[src/rtl/dma_priority_arbiter_pkg.sv]
// Shared DMA types for the 8237A-style channel request/priority stage.
// Register layouts match the programmed Command and Request registers bit for bit.
package dma_priority_arbiter_pkg;

  localparam int NumChannels = 4;
  localparam int ChWidth     = $clog2(NumChannels);

  typedef enum logic [1:0] {
    IDLE,
    REQ,
    GRANT
  } ArbState;

  typedef bit [NumChannels-1:0] MaskRegister;

  // Bit 7 down to bit 0 of the Command register.
  typedef struct packed {
    logic DACKsense;
    logic DREQsense;
    logic ExtWrite;
    logic FRpriority;
    logic CompTiming;
    logic ContrDis;
    logic Ch0AddrHold;
    logic MemToMem;
  } CommandRegister;

  typedef struct packed {
    logic               set;
    logic [ChWidth-1:0] ChNum;
  } RequestRegister;

  function automatic logic [NumChannels-1:0] ch_onehot(input logic [ChWidth-1:0] ch);
    return NumChannels'(1) << ch;
  endfunction

endpackage

[src/rtl/dma_priority_arbiter_if.sv]
// Register-block, DREQ/DACK and CPU hold-handshake signals of the arbiter.
// The master side drives the programmed registers and pins; the slave side is the arbiter.
interface dma_priority_arbiter_if;
  import dma_priority_arbiter_pkg::*;

  logic [NumChannels-1:0] DREQ;
  CommandRegister         CmdReg;
  MaskRegister            MaskReg;
  logic                   ReqWr;
  RequestRegister         ReqWord;
  logic                   HLDA;
  logic                   SvcDone;
  logic                   TC;
  logic                   HRQ;
  logic [NumChannels-1:0] DACK;
  logic [ChWidth-1:0]     ActiveCh;
  logic                   ChValid;
  logic [NumChannels-1:0] SwReq;

  modport master (
    output DREQ, CmdReg, MaskReg, ReqWr, ReqWord, HLDA, SvcDone, TC,
    input  HRQ, DACK, ActiveCh, ChValid, SwReq
  );

  modport slave (
    input  DREQ, CmdReg, MaskReg, ReqWr, ReqWord, HLDA, SvcDone, TC,
    output HRQ, DACK, ActiveCh, ChValid, SwReq
  );
endinterface

[src/rtl/dma_priority_arbiter_encoder.sv]
// Combinational winner selection: fixed (channel 0 first) or rotating from ptr.
// The request vector is rotated so that a plain lowest-index search serves both modes.
module dma_priority_encoder
  import dma_priority_arbiter_pkg::*;
(
  input  logic [NumChannels-1:0] req,
  input  logic [ChWidth-1:0]     ptr,
  input  logic                   rotate,
  output logic [ChWidth-1:0]     winner,
  output logic                   any_valid
);

  logic [ChWidth-1:0]     base;
  logic [NumChannels-1:0] rot_req;
  logic [ChWidth-1:0]     offset;

  assign base = rotate ? ptr : '0;

  generate
    for (genvar gi = 0; gi < NumChannels; gi++) begin : g_rot
      logic [ChWidth-1:0] idx;
      assign idx         = ChWidth'(gi) + base;
      assign rot_req[gi] = req[idx];
    end
  endgenerate

  always_comb begin
    offset = '0;
    for (int i = NumChannels - 1; i >= 0; i--) begin
      if (rot_req[i]) offset = ChWidth'(i);
    end
  end

  assign winner    = offset + base;
  assign any_valid = |req;

endmodule

[src/rtl/dma_priority_arbiter.sv]
// 8237A channel arbiter: request normalisation, software request register,
// priority pointer and the IDLE/REQ/GRANT hold-request handshake.
module dma_priority_arbiter
  import dma_priority_arbiter_pkg::*;
(
  input  logic                  CLK,
  input  logic                  RESET,
  dma_priority_arbiter_if.slave arb
);

  ArbState                state_reg, state_next;
  logic [NumChannels-1:0] req_q_reg;
  logic [NumChannels-1:0] sw_req_reg, sw_req_next;
  logic [ChWidth-1:0]     ptr_reg, ptr_next;
  logic [ChWidth-1:0]     active_reg, active_next;
  logic [NumChannels-1:0] hw_req, eff_req, elig_req, dack_active;
  logic [ChWidth-1:0]     winner;
  logic                   any_valid;

  assign hw_req  = arb.CmdReg.DREQsense ? ~arb.DREQ : arb.DREQ;
  assign eff_req = (hw_req & ~arb.MaskReg) | sw_req_reg;

  // Memory-to-memory transfers are only ever kicked off by channel 0.
  assign elig_req = arb.CmdReg.MemToMem ? (req_q_reg & NumChannels'(1)) : req_q_reg;

  dma_priority_encoder u_encoder (
    .req       (elig_req),
    .ptr       (ptr_reg),
    .rotate    (arb.CmdReg.FRpriority),
    .winner    (winner),
    .any_valid (any_valid)
  );

  // The write is applied after the TC clear so it wins on the same channel.
  always_comb begin
    sw_req_next = sw_req_reg;
    if (arb.SvcDone && arb.TC) sw_req_next[active_reg] = 1'b0;
    if (arb.ReqWr) sw_req_next[arb.ReqWord.ChNum] = arb.ReqWord.set;
  end

  always_comb begin
    state_next  = state_reg;
    active_next = active_reg;
    ptr_next    = ptr_reg;
    case (state_reg)
      IDLE: begin
        if (any_valid && !arb.CmdReg.ContrDis) state_next = REQ;
      end
      REQ: begin
        if (!any_valid || arb.CmdReg.ContrDis) begin
          state_next = IDLE;
        end else if (arb.HLDA) begin
          state_next  = GRANT;
          active_next = winner;
        end
      end
      GRANT: begin
        if (arb.SvcDone) begin
          state_next = IDLE;
          if (arb.CmdReg.FRpriority) ptr_next = active_reg + ChWidth'(1);
        end else if (!arb.HLDA) begin
          state_next = IDLE;
        end
      end
      default: state_next = IDLE;
    endcase
  end

  always_ff @(posedge CLK) begin
    if (RESET) begin
      state_reg  <= IDLE;
      req_q_reg  <= '0;
      sw_req_reg <= '0;
      ptr_reg    <= '0;
      active_reg <= '0;
    end else begin
      state_reg  <= state_next;
      req_q_reg  <= eff_req;
      sw_req_reg <= sw_req_next;
      ptr_reg    <= ptr_next;
      active_reg <= active_next;
    end
  end

  // A pending request is withheld while the controller is disabled; a live grant is not.
  assign arb.HRQ      = (state_reg == GRANT) || ((state_reg == REQ) && !arb.CmdReg.ContrDis);
  assign arb.ChValid  = (state_reg == GRANT);
  assign arb.ActiveCh = active_reg;
  assign arb.SwReq    = sw_req_reg;

  assign dack_active = (state_reg == GRANT) ? ch_onehot(active_reg) : '0;
  assign arb.DACK    = arb.CmdReg.DACKsense ? dack_active : ~dack_active;

endmodule

[src/flat_wrapper.sv]
// flat-port wrapper written by rule: the top's interface ports become plain ports
module dma_priority_arbiter_flat import dma_priority_arbiter_pkg::*;
  (CLK, RESET, arb_DREQ, arb_CmdReg, arb_MaskReg, arb_ReqWr, arb_ReqWord, arb_HLDA, arb_SvcDone, arb_TC, arb_HRQ, arb_DACK, arb_ActiveCh, arb_ChValid, arb_SwReq);
  dma_priority_arbiter_if arb_i ();
  input  logic CLK;
  input  logic RESET;
  input wire logic [$bits(arb_i.DREQ)-1:0] arb_DREQ;
  input wire logic [$bits(arb_i.CmdReg)-1:0] arb_CmdReg;
  input wire logic [$bits(arb_i.MaskReg)-1:0] arb_MaskReg;
  input wire logic [$bits(arb_i.ReqWr)-1:0] arb_ReqWr;
  input wire logic [$bits(arb_i.ReqWord)-1:0] arb_ReqWord;
  input wire logic [$bits(arb_i.HLDA)-1:0] arb_HLDA;
  input wire logic [$bits(arb_i.SvcDone)-1:0] arb_SvcDone;
  input wire logic [$bits(arb_i.TC)-1:0] arb_TC;
  output wire logic [$bits(arb_i.HRQ)-1:0] arb_HRQ;
  output wire logic [$bits(arb_i.DACK)-1:0] arb_DACK;
  output wire logic [$bits(arb_i.ActiveCh)-1:0] arb_ActiveCh;
  output wire logic [$bits(arb_i.ChValid)-1:0] arb_ChValid;
  output wire logic [$bits(arb_i.SwReq)-1:0] arb_SwReq;
  assign arb_i.DREQ = arb_DREQ;
  assign arb_i.CmdReg = arb_CmdReg;
  assign arb_i.MaskReg = arb_MaskReg;
  assign arb_i.ReqWr = arb_ReqWr;
  assign arb_i.ReqWord = arb_ReqWord;
  assign arb_i.HLDA = arb_HLDA;
  assign arb_i.SvcDone = arb_SvcDone;
  assign arb_i.TC = arb_TC;
  assign arb_HRQ = arb_i.HRQ;
  assign arb_DACK = arb_i.DACK;
  assign arb_ActiveCh = arb_i.ActiveCh;
  assign arb_ChValid = arb_i.ChValid;
  assign arb_SwReq = arb_i.SwReq;
  dma_priority_arbiter u_core (.CLK(CLK), .RESET(RESET), .arb(arb_i));
endmodule
[config.mk]
export PLATFORM = sky130hd
export DESIGN_NAME = dma_priority_arbiter_flat
export DESIGN_NICKNAME = d
export VERILOG_FILES = /design/src/rtl/dma_priority_arbiter_pkg.sv /design/src/rtl/dma_priority_arbiter_if.sv /design/src/rtl/dma_priority_arbiter_encoder.sv /design/src/rtl/dma_priority_arbiter.sv /design/src/flat_wrapper.sv
export SDC_FILE = /design/constraint.sdc
export NUM_CORES = 1
export LEC_CHECK = 0
export CAP_MARGIN = 20
export CORE_ASPECT_RATIO = 1.25
export CORE_MARGIN = 5
export CORE_UTILIZATION = 30
export DETAILED_ROUTE_END_ITERATION = 10
export PLACE_DENSITY_LB_ADDON = 0.05
export SLEW_MARGIN = 20
export SYNTH_ARGS = -nofsm -noshare
export SYNTH_HDL_FRONTEND = slang
export SYNTH_SLANG_ARGS = --single-unit
[constraint.sdc]
create_clock -name CLK -period 2.4 [get_ports CLK]
set_clock_uncertainty 0.05 [all_clocks]
set_input_delay 0.6 -clock CLK [delete_from_list [all_inputs] [get_ports CLK]]
set_output_delay 0.6 -clock CLK [all_outputs]
set_load 0.01 [all_outputs]
==> metrics.csv, run 1 <==
metric;value;unit
status;finished clean;
grt_pass1_wl;4422;um
gp_congestion;0.8214;
clkSlewWorstSetupHoldPaths;0.06;ns
setup_viol;0;
setup_ws;0.08693;ns
grt_use_total;13.12;%
grt_max_degree;16;
initial_core_util;30.63;%
yosysWarnings;0;
ys_ff_latch;14;
cts.htree.levels;1;
synthTopCellsByArea;dfxtp_1, nor2_1, ha_1, xor2_1, nand2_1;
cts_hold_buf;0;
finalCritPeriodShare;96.38;%
cp.arrival;2.40;ns
drive_gt1_share;19.88;%
dr.pass1.iters;4;
cp-end-kind;flip-flop;
core_area;0.003166;mm^2
rows;23;
cts_buffers;3;
syn_area;969.7;um^2
antenna_found_initial;0;
whs_path_depth;2;
slew_headroom;75.66;%
grt_pass1_vias;997;
preCtsSetupSlack;-0.4154;ns
vias;973;
routedWlPerCell;13.61;um
syn2layout_area_growth;56.26;%
r2r_end;u_core.arb.ActiveCh[1];
synth_top_cell_area_share;28.90;%
overflow;0;
netlist_instances;123;
reg2reg_slack;0.15;ns
hp-class;flip-flop to flip-flop;
reg2reg_depth;6;
clock-sinks;14;
hold-path-endpoint;u_core.req_q_reg[0];
cts_tree;yes;
layout.nets;196;
tightest_slew;0.3634;ns
synth_nets;152;
startpoint_type;input pin;
ir_drop;265.2;uV
drv_cap;0;
antenna_left;0;
worstPathRequired;2.49;ns
slew_viol_final;0;
cp_max_fo;6;
worstHoldStart;u_core.arb.SwReq[0];
cellPowerDensity;394.7;mW/mm^2
die_w;60.85;um
die_area;0.004476;mm^2
fin_crit;2.313;ns
io_buffer_count;33;
fin_setup_tns;0;ns
wirelength;2763;um
clock_path_buffers;2;
avgSynthCellArea;7.884;um^2
clkLatencyLatePin;0.24;ns
ios;37;
clock-root-buffer;clkbuf_8;
drc;0;
fin_hold_ws;0.4607;ns
seq_area_frac_synth;28.90;%
hold_viol;0;
die_h;73.57;um
synth.distinct_cells;36;
leakagePower;0.5884;nW
critical_path_class;input pin to flip-flop;
diodes;0;
drt_iter0_drc;25;
vias_per_cell;4.793;
rr_startpoint;u_core.ptr_reg[0];
synth.largest_area_cell;dfxtp_1;
fmax;432.3;MHz
dpl.hpwl;2165;um
power breakdown:
part           leakage, nW  internal [mW]  switching (mW)
logic                0.445         0.0705          0.0535
registers            0.115          0.240         0.00685
clock network       0.0288          0.145          0.0821
total                0.588          0.456           0.142
worst max-delay path: stages:
cell	delay [ns]
dlygate4sd2_1	0.28
nor2b_2	0.33
mux4_2	0.35
a211oi_4	0.05
o21ai_2	0.15
buf_4	0.12
or4b_1	0.43
o31ai_1	0.09
placed cells by master, fill, tap and decap left out, types with 2 or more instances in the layout:
master / count
nor3b_1: 4
dfxtp_1: 12
xnor2_1: 4
buf_4: 9
clkbuf_8: 4
mux2_2: 2
nand3_1: 8
dfxtp_2: 2
nor2_1: 23
dlymetal6s2s_1: 2
nor3_1: 2
xor2_1: 5
nor2b_1: 2
a21oi_1: 7
nor2b_2: 3
clkdlybuf4s50_1: 26
o21ai_0: 2
and2_2: 2
ha_1: 4
dlygate4sd2_1: 4
nand2_1: 10
o211ai_1: 4
inv_1: 2
worst max path at each step:
| stage | depth (start not counted) | from | endpoint |
|---|---|---|---|
| 6_report | 8 | arb_CmdReg[0] | u_core.arb.ActiveCh[0] |
| 5_1_grt | 8 | arb_CmdReg[0] | u_core.arb.ActiveCh[0] |
| 4_1_cts | 5 | u_core.arb.ActiveCh[1] | arb_DACK[1] |
| 3_5_place_dp | 7 | arb_CmdReg[4] | u_core.arb.ActiveCh[1] |
| 3_3_place_gp | 7 | arb_CmdReg[4] | u_core.arb.ActiveCh[1] |
| 2_1_floorplan | 7 | arb_CmdReg[4] | u_core.arb.ActiveCh[1] |
final cells by class:
class	instances	area, um^2
fillers	351	1650
multi-input cells	103	714.4
repair buffers	43	409.1
flip-flops and latches	14	282.8
clock buffers	4	55.05
well taps	37	46.29
inverters	2	7.507
stage by stage:
step	cell area [um^2]	utilization (%)	power, mW	std cells
global placement	1391	43.95	0.3695	198
global route	1515	47.87	0.6274	203
detailed placement	1391	43.95	0.3709	198
floorplan	969.7	-	0.2990	123
finish	1515	47.87	0.5980	203
CTS	1446	45.69	0.5971	202
cells in the mapped netlist, drive strengths merged:
library cell	instances
and2	3
ha	4
nand3b	1
buf	1
a21oi	8
nand4b	1
and3	1
nand4	1
a221oi	1
o21ai	3
and4	1
nand3	8
nand2	11
a211oi	2
o21a	1
o211ai	4
mux4	1
mux2i	2
a21o	1
inv	2
or4b	1
clkbuf	3
dfxtp	14
nor3	2
xor2	5
o31ai	1
xnor2	4
or4	1
o311ai	1
nor3b	4
nor2	23
nor2b	5
mux2	2
cells by family (layout without fill, tap and decap cells):
| logic type | after synthesis | after routing | synth area share (%) |
|---|---|---|---|
| buffers and inverters | 6 | 49 | 3.097 |
| xor gates and xnor gates | 9 | 9 | 8.128 |
| adders and majority gates | 4 | 4 | 5.161 |
| DFF | 14 | 14 | 28.90 |
| muxes | 5 | 5 | 6.709 |
| AOI/OAI and AO/OA | 22 | 22 | 14.97 |
| and+or+nand+nor | 63 | 63 | 33.03 |
timing repair:
action,CTS,global route
gates resized for setup,8,14
pin swaps,3,3
buffers inserted,0,1
endpoints found under the setup margin,7,4
metal layers:
layer	vias up	share of wire, %	track usage [%]
met5	-	0	0
met2	17	53	22.47
li1	520	-	-
met4	0	2.2	5.783
met3	4	3.7	2.812
met1	432	41	15.29
(Power assumes the default switching activity.)
==> inputs of run 2 (changes only) <==
clock period = 2.51 ns   (was 2.4 ns; I/O delays follow)
==> metrics.csv, run 2 (synthesized netlist as in run 1, its figures left out) <==
metric;value;unit
worstPathRequired;2.61;ns
fillers;329;
slew_headroom;78.14;%
gp_congestion;0.8034;
clock-root-buffer;clkbuf_8;
initial_core_util;30.63;%
power;0.5644;mW
cp.arrival;2.50;ns
preCtsSetupSlack;-0.3125;ns
drt_iter0_drc;32;
layout.nets;194;
finalCritPeriodShare;95.60;%
critical_path_class;input pin to flip-flop;
die_area;0.004476;mm^2
rows;23;
fin_setup_tns;0;ns
diodes;0;
io_buffer_count;33;
fmax;416.8;MHz
layout.cells.non_filler;201;
slew_viol_final;0;
antenna_found_initial;0;
grt.met2_usage;22.00;%
status;finished clean;
cts_buffers;3;
clock_path_buffers;2;
antenna_left;0;
setup_viol;0;
grt_use_total;13.18;%
dr.pass1.iters;6;
drive_gt1_share;16.46;%
final_core_util;45.85;%
overflow;0;
core_area;0.003166;mm^2
grt_use_met1;15.38;%
ir_drop;262.5;uV
leakagePower;0.5659;nW
ios;37;
clkLatencyLatePin;0.24;ns
cp-end-kind;flip-flop;
rsz0062_at_grt;no;
grt_pass1_wl;4464;um
vias_per_cell;5.040;
dpl.hpwl;2114;um
grt_pass1_vias;1031;
cp_common_cell;buf_4;
crit_path_cell_trace;dlygate4sd2_1 -> buf_4 -> nand2_1 -> mux2i_2 -> a211oi_1 -> o21ai_1 -> buf_4 -> or4b_1 -> o31ai_1;
startpoint_type;input pin;
tightest_slew;0.3259;ns
fin_crit;2.400;ns
setup_ws;0.1105;ns
cp_max_fo;7;
max_stage_delay;0.44;ns
wirelength;2638;um
cts.htree.levels;1;
hold_viol;0;
final_cell_mix;clkdlybuf4s50_1, nor2_1, dfxtp_1, nand2_1;
cts_tree;yes;
place_inst;197;
cellPowerDensity;388.9;mW/mm^2
use_met3;2.812;%
drv_cap;0;
vias;1013;
clkSlewWorstSetupHoldPaths;0.06;ns
die_h;73.57;um
clock-sinks;14;
crit_slowest_cell;or4b_1;
layout_commonest_cell;clkdlybuf4s50_1;
die_w;60.85;um
hp-class;flip-flop to flip-flop;
grt_max_degree;14;
drc;0;
postCtsSetupRepairBufs;0;
syn2layout_area_growth;49.68;%
busiest_layer;met2;
routedWlPerCell;13.12;um
-- run 2: power by group --
part	leakage [nW]	internal (mW)	total (mW)	switching [mW]
clock network	0.0288	0.139	0.216	0.0775
logic	0.422	0.0642	0.112	0.0480
registers	0.115	0.230	0.236	0.00639
-- run 2: per-layer routing --
metal / wire length (um) / part of all wire (%) / up-vias
met5: 0 / 0 / -
met4: 90 / 3.4 / 0
met3: 93 / 3.5 / 8
met2: 1313 / 50 / 29
met1: 1140 / 43 / 462
li1: - / - / 514
-- run 2: layout make-up --
type | instances | area [um^2] | share of cell area, %
clock buffer | 4 | 55.05 | 3.793
inverter | 2 | 7.507 | 0.5172
multi-input combinational | 103 | 670.6 | 46.21
sequential | 14 | 282.8 | 19.48
tap | 37 | 46.29 | 3.190
timing repair buffer | 41 | 389.1 | 26.81
-- run 2: timing repair --
item | CTS | global route
cloned | 0 | 0
pin swaps | 3 | 0
hold buffers | 0 | 0
gates resized for setup | 4 | 6
endpoints found under the setup margin | 6 | 5
-- run 2: worst paths after layout --
| kind | cells past startpoint | from | to | slack (ns) |
|---|---|---|---|---|
| max reg2reg | 6 | u_core.ptr_reg[0] | u_core.arb.ActiveCh[1] | 0.23 |
| min reg2reg | 2 | u_core.arb.SwReq[3] | u_core.arb.SwReq[3] | 0.47 |
| max | 9 | arb_CmdReg[4] | u_core.arb.ActiveCh[0] | 0.11 |
| min | 2 | u_core.arb.SwReq[3] | u_core.arb.SwReq[3] | 0.47 |
-- run 2: critical path, delay by kind of cell --
family / cells / cell delay [ns]
AO/OA/AOI/OAI: 3 / 0.44
buffers and inverters: 3 / 0.53
AND/OR/NAND/NOR: 2 / 0.58
multiplexers: 1 / 0.32
-- run 2: stage by stage --
step,hold slack [ns],cell area [um^2]
4_1_cts,0.4681,1438
5_1_grt,0.5035,1451
3_5_place_dp,0.4493,1384
2_1_floorplan,0.4547,969.7
6_report,0.4700,1451
3_3_place_gp,0.4554,1384
